===== src/rtl/i2s_transmitter.sv =====
// i2s_transmitter
//   I2S bus master for the anti-noise output path. Divides the system clock
//   down to BCLK and generates LRCLK over a fixed 64-BCLK frame (32-bit slot
//   per channel). Samples are shifted out MSB first, with the standard I2S
//   one-bit delay. A one-entry holding register decouples the producer from
//   the frame timing.
// Ports
//   clk_in, rst_in        system clock, synchronous active-high reset
//   ready_in              1-cycle strobe, left_in/right_in valid
//   left_in, right_in     signed channel samples (SAMPLE_WIDTH bits)
//   i2s_bclk_out          bit clock
//   i2s_lrclk_out         word select (0 = left, 1 = right)
//   i2s_data_out          serial data, updated on BCLK falling edge
//   sample_taken_out      pulse: new sample loaded into the active registers
//   underrun_out          pulse: frame started with no new sample (repeat)
//   overrun_out           pulse: ready_in overwrote an unsent held sample
module i2s_transmitter #(
  parameter int BCLK_HALF    = 12,
  parameter int SAMPLE_WIDTH = 16
) (
  input  logic                    clk_in,
  input  logic                    rst_in,
  input  logic                    ready_in,
  input  logic [SAMPLE_WIDTH-1:0] left_in,
  input  logic [SAMPLE_WIDTH-1:0] right_in,
  output logic                    i2s_bclk_out,
  output logic                    i2s_lrclk_out,
  output logic                    i2s_data_out,
  output logic                    sample_taken_out,
  output logic                    underrun_out,
  output logic                    overrun_out
);
  localparam int SW    = SAMPLE_WIDTH;
  localparam int DIV_W = (BCLK_HALF > 1) ? $clog2(BCLK_HALF) : 1;

  logic [DIV_W-1:0] div_q, div_d;
  logic             bclk_q, bclk_d;
  logic [5:0]       bit_cnt_q, bit_cnt_d;
  logic             lrclk_q, lrclk_d;
  logic             data_q, data_d;
  logic [SW-1:0]    hold_l_q, hold_l_d, hold_r_q, hold_r_d;
  logic             hold_v_q, hold_v_d;
  logic [SW-1:0]    act_l_q, act_l_d, act_r_q, act_r_d;
  logic             taken_q, taken_d, under_q, under_d, over_q, over_d;

  logic       term, fall, wrap;
  logic [5:0] cnt_nxt;
  logic [31:0] slot;

  always_comb begin
    term    = (div_q == DIV_W'(BCLK_HALF - 1));
    fall    = term & bclk_q;
    wrap    = fall & (bit_cnt_q == 6'd63);
    cnt_nxt = bit_cnt_q + 6'd1;
    // Slot image: bit 31 is the one-bit delay, word MSB at bit 30, zero pad below.
    slot    = (cnt_nxt[5] ? 32'(act_r_q) : 32'(act_l_q)) << (31 - SW);

    div_d     = term ? '0 : div_q + 1'b1;
    bclk_d    = term ? ~bclk_q : bclk_q;
    bit_cnt_d = bit_cnt_q;
    lrclk_d   = lrclk_q;
    data_d    = data_q;
    hold_l_d  = hold_l_q;
    hold_r_d  = hold_r_q;
    hold_v_d  = hold_v_q;
    act_l_d   = act_l_q;
    act_r_d   = act_r_q;
    taken_d   = 1'b0;
    under_d   = 1'b0;
    over_d    = 1'b0;

    if (fall) begin
      bit_cnt_d = cnt_nxt;
      lrclk_d   = cnt_nxt[5];
      // On the wrap the new position is p=0, which is always 0, so using the
      // pre-load active registers here is safe.
      data_d    = slot[5'd31 - cnt_nxt[4:0]];
    end

    if (wrap) begin
      if (hold_v_q) begin
        act_l_d  = hold_l_q;
        act_r_d  = hold_r_q;
        taken_d  = 1'b1;
        // A coincident strobe refills the slot the load just vacated.
        if (ready_in) begin
          hold_l_d = left_in;
          hold_r_d = right_in;
        end else begin
          hold_v_d = 1'b0;
        end
      end else if (ready_in) begin
        act_l_d = left_in;
        act_r_d = right_in;
        taken_d = 1'b1;
      end else begin
        under_d = 1'b1;
      end
    end else if (ready_in) begin
      hold_l_d = left_in;
      hold_r_d = right_in;
      hold_v_d = 1'b1;
      over_d   = hold_v_q;
    end
  end

  always_ff @(posedge clk_in) begin
    if (rst_in) begin
      div_q     <= '0;
      bclk_q    <= 1'b0;
      bit_cnt_q <= '0;
      lrclk_q   <= 1'b0;
      data_q    <= 1'b0;
      hold_l_q  <= '0;
      hold_r_q  <= '0;
      hold_v_q  <= 1'b0;
      act_l_q   <= '0;
      act_r_q   <= '0;
      taken_q   <= 1'b0;
      under_q   <= 1'b0;
      over_q    <= 1'b0;
    end else begin
      div_q     <= div_d;
      bclk_q    <= bclk_d;
      bit_cnt_q <= bit_cnt_d;
      lrclk_q   <= lrclk_d;
      data_q    <= data_d;
      hold_l_q  <= hold_l_d;
      hold_r_q  <= hold_r_d;
      hold_v_q  <= hold_v_d;
      act_l_q   <= act_l_d;
      act_r_q   <= act_r_d;
      taken_q   <= taken_d;
      under_q   <= under_d;
      over_q    <= over_d;
    end
  end

  assign i2s_bclk_out     = bclk_q;
  assign i2s_lrclk_out    = lrclk_q;
  assign i2s_data_out     = data_q;
  assign sample_taken_out = taken_q;
  assign underrun_out     = under_q;
  assign overrun_out      = over_q;
endmodule


===== config.mk =====
export PLATFORM = sky130hd
export DESIGN_NAME = i2s_transmitter
export DESIGN_NICKNAME = d
export VERILOG_FILES = /design/src/rtl/i2s_transmitter.sv
export SDC_FILE = /design/constraint.sdc
export NUM_CORES = 1
export LEC_CHECK = 0
export ABC_AREA = 1
export BUFFER_PORTS_ARGS = -buffer_cell sky130_fd_sc_hd__buf_2
export CORE_MARGIN = 8
export CORE_UTILIZATION = 52
export DETAILED_ROUTE_END_ITERATION = 10
export PLACE_DENSITY_LB_ADDON = 0.05
export RECOVER_POWER = 100
export SYNTH_ARGS = -nofsm -noshare
export SYNTH_HDL_FRONTEND = slang
export SYNTH_SLANG_ARGS = --single-unit

===== constraint.sdc =====
create_clock -name clk_in -period 1.7 [get_ports clk_in]
set_input_delay 0.255 -clock clk_in [delete_from_list [all_inputs] [get_ports clk_in]]
set_output_delay 0.255 -clock clk_in [all_outputs]
set_load 0.005 [all_outputs]

==> reports/metrics.cfg <==
[global_route]
grt_pass1_vias = 3352
grt_util_all_layers_pct = 19.88
grt_antenna_before_repair = 0
grt.overflow.total = 0
grt_start_max_net_pins = 64
first_pass_grt_wire_length_microns = 16080

[timing]
layout_skew_ns = 0.01122
slew_viol_final = 0
postLayoutSetupSlackWorst_ns = -0.04129
setup_tns_ns = -0.3317
slew_headroom_pct = 79.87
number_of_hold_violations_in_the_final_report = 0
final.period_utilization_pct = 102.4
worst_pin_slew_ns = 0.3019
rsz0062_at_grt = true
setup_violations = 18
final_period_minus_worst_setup_slack_ns = 1.741
max_clk_rate_ghz = 0.5743

[power_and_ir_drop]
ir_drop_uv = 458.8
pwr_density_cell_nw_per_um2 = 802.3
total_power_uw = 3792
leakage_dissipation_uw = 0.002015

[route]
drt_first_pass_iters = 4
avgRoutedWirePerCell_microns = 14.14
dr.first_iter.drc_count = 213
routed_wirelength_microns = 9700
drt_drc_violations_left = 0
viasPerCell = 5.115
route.vias.total = 3509
drt.antenna.violating_nets = 0

[yosys]
postSynthCellCount = 518
mappedNetlistArea_sq_um = 3739
synthesis.nets = 555
syn_area_per_cell_sq_um = 7.217
synth.yosys.warnings = 0
synth.lib_cells_used.distinct = 32
synth.yosys.seq_area_share_pct = 42.84
ys_seq_elements = 80

[worst_setup_path]
worst_path_cell_with_the_longest_stage_delay = dfxtp_2
worst_path_most_repeated_cell = nor2_8
required_ns = 1.94
end_kind = flip-flop
worst-setup-path-type = reg2reg
worst_path_largest_cell_delay_ns = 0.36
r2r_slack_ns = -0.04
worst-endpoint-arrival_ns = 1.98
critical_path.max_fanout = 14
cp-start-kind = flip-flop
path_cells = ha_4 -> nand3_4 -> nor2_8 -> inv_4 -> nor3_4 -> inv_2 -> nor2_8 -> buf_12 -> a31oi_1 -> o21a_1

[clocking]
cts.root.buffer_cell = clkbuf_8
tritoncts_num_sinks = 80
tritoncts = built
worstSkewPairLatency_ns = 0.35
tritoncts.num_buffers = 9
htreeDepth = 3
cts.clk_slew.worst_paths_ns = 0.08
cts_hold_buffers = 0
cts_max_path_buffers = 2

[status]
result_of_the_run = complete, but fails checks
violations = setup timing

[placement]
place_congestion = 0.8806
place_hpwl_microns = 6381
port-buffer-count = 40
preCtsSetupSlack_ns = -0.1616

[die]
die_area_sq_um = 10160
die_height_microns = 100.8
floorplan.core_area_sq_um = 7098
row_count = 31
design.portCount = 41
start_util_pct = 52.67
die_width_microns = 100.8

[finish]
antenna_cells_inserted = 0
area.growth.synth_to_final_pct = 26.41
finish.net_count = 620
final_layout_size_suffix_gt1_share_pct = 28.11

[run]
cap_violations = 0

[min_path]
hold_path_class = in2reg

-- sequential cells by signal, summed over array words and instances (netlist names), 4 cells and up --
name	cells
div_q	4
act_l_q	16
hold_r_q	16
act_r_q	16
hold_l_q	16
bit_cnt_q	6
-- where the power goes --
group / total [uW] / internal (uW) / switching [uW]
Sequential: 1960 / 1930 / 33.8
Clock: 1470 / 816 / 656
Combinational: 355 / 139 / 216
Total: 3790 / 2890 / 906
-- layout make-up --
type	count	area [sq um]
clock buffers	11	131.4
inverters	40	167.7
repair buffers	82	618.1
clock inverters	4	70.07
multi-input cells	370	1998
well taps	99	123.9
flip-flops and latches	80	1617
fillers	656	2372
-- cell families (layout without fill, tap and decap cells) --
group	Yosys count	count (layout)	share of synthesized area [%]
AND/OR/NAND/NOR	256	258	29.15
AO/OA/AOI/OAI	107	107	17.67
flip-flops	80	80	42.84
buffers and inverters	70	137	8.969
XOR/XNOR	3	3	0.7029
adder cells (fa/ha/maj)	2	2	0.6692
-- per-stage QoR --
step	instances	util [%]	cell area (sq um)	hold slack, ns
6_report	686	66.58	4726	0.1551
5_1_grt	686	66.58	4726	0.1429
4_1_cts	679	64.09	4549	0.1347
3_5_place_dp	657	58.58	4158	0.4539
3_3_place_gp	657	58.58	4158	0.4442
2_1_floorplan	518	-	3739	0.3321
-- path summary, 6_finish.rpt --
check                                 from                        to  depth (start not counted)
setup / recovery       div_q[0]$_SDFF_PP0_   act_l_q[0]$_SDFFE_PP0P_                         10
hold / removal                    ready_in   underrun_out$_SDFF_PP0_                          2
setup reg to reg       div_q[0]$_SDFF_PP0_   act_l_q[0]$_SDFFE_PP0P_                         10
hold reg to reg   act_r_q[10]$_SDFFE_PP0P_  act_r_q[10]$_SDFFE_PP0P_                          2
-- synthesized netlist by cell type (all sizes together) --
library cell	number	area share [%]
a31oi	10	1.7
inv	39	4.0
ha	2	0.67
dfxtp	80	43
nand3	46	6.6
a21oi	37	7.0
buf	16	3.4
clkbuf	14	1.4
nor4	1	0.17
nor2	82	9.1
o21a	10	2.0
clkinv	1	0.10
o21ai	48	6.5
o211ai	1	0.20
xor2	3	0.70
o21bai	1	0.30
nor3	3	0.54
or2	1	0.17
nand2	123	13
-- critical path: cells and delay by family (launching register included) --
kind,cells,cell delay (ns)
DFF,1,0.36
buffers and inverters,3,0.29
AOI/OAI and AO/OA,2,0.24
and+or+nand+nor,4,0.58
adders and majority gates,1,0.15
-- routing by layer --
layer	vias up	share of wire (%)	global-route usage [%]
met2	84	47	32.25
met3	17	4.6	3.315
met4	0	2.1	8.837
met1	1603	46	25.16
li1	1805	-	-
met5	-	0	0
-- placed cells by master (no fill, tap or decap), types with 9 or more instances in the layout --
cell,synthesis,layout
a21oi_1,17,17
a21oi_2,20,20
a31oi_1,10,10
buf_2,6,38
buf_4,2,32
clkbuf_8,0,9
dfxtp_1,80,74
inv_1,33,31
nand2_1,120,112
nand2_2,3,11
nand3_1,44,30
nand3_2,1,11
nor2_1,80,79
o21a_1,10,10
o21ai_0,41,38
o21ai_1,6,9
-- what timing repair did --
action                                  in CTS  in global routing
endpoints found under the setup margin      65                 58
gates resized for setup                     23                 41
pin swaps                                    2                 11
setup buffers                                5                  6
cloned                                       2                  2
(Power assumes the default switching activity.)
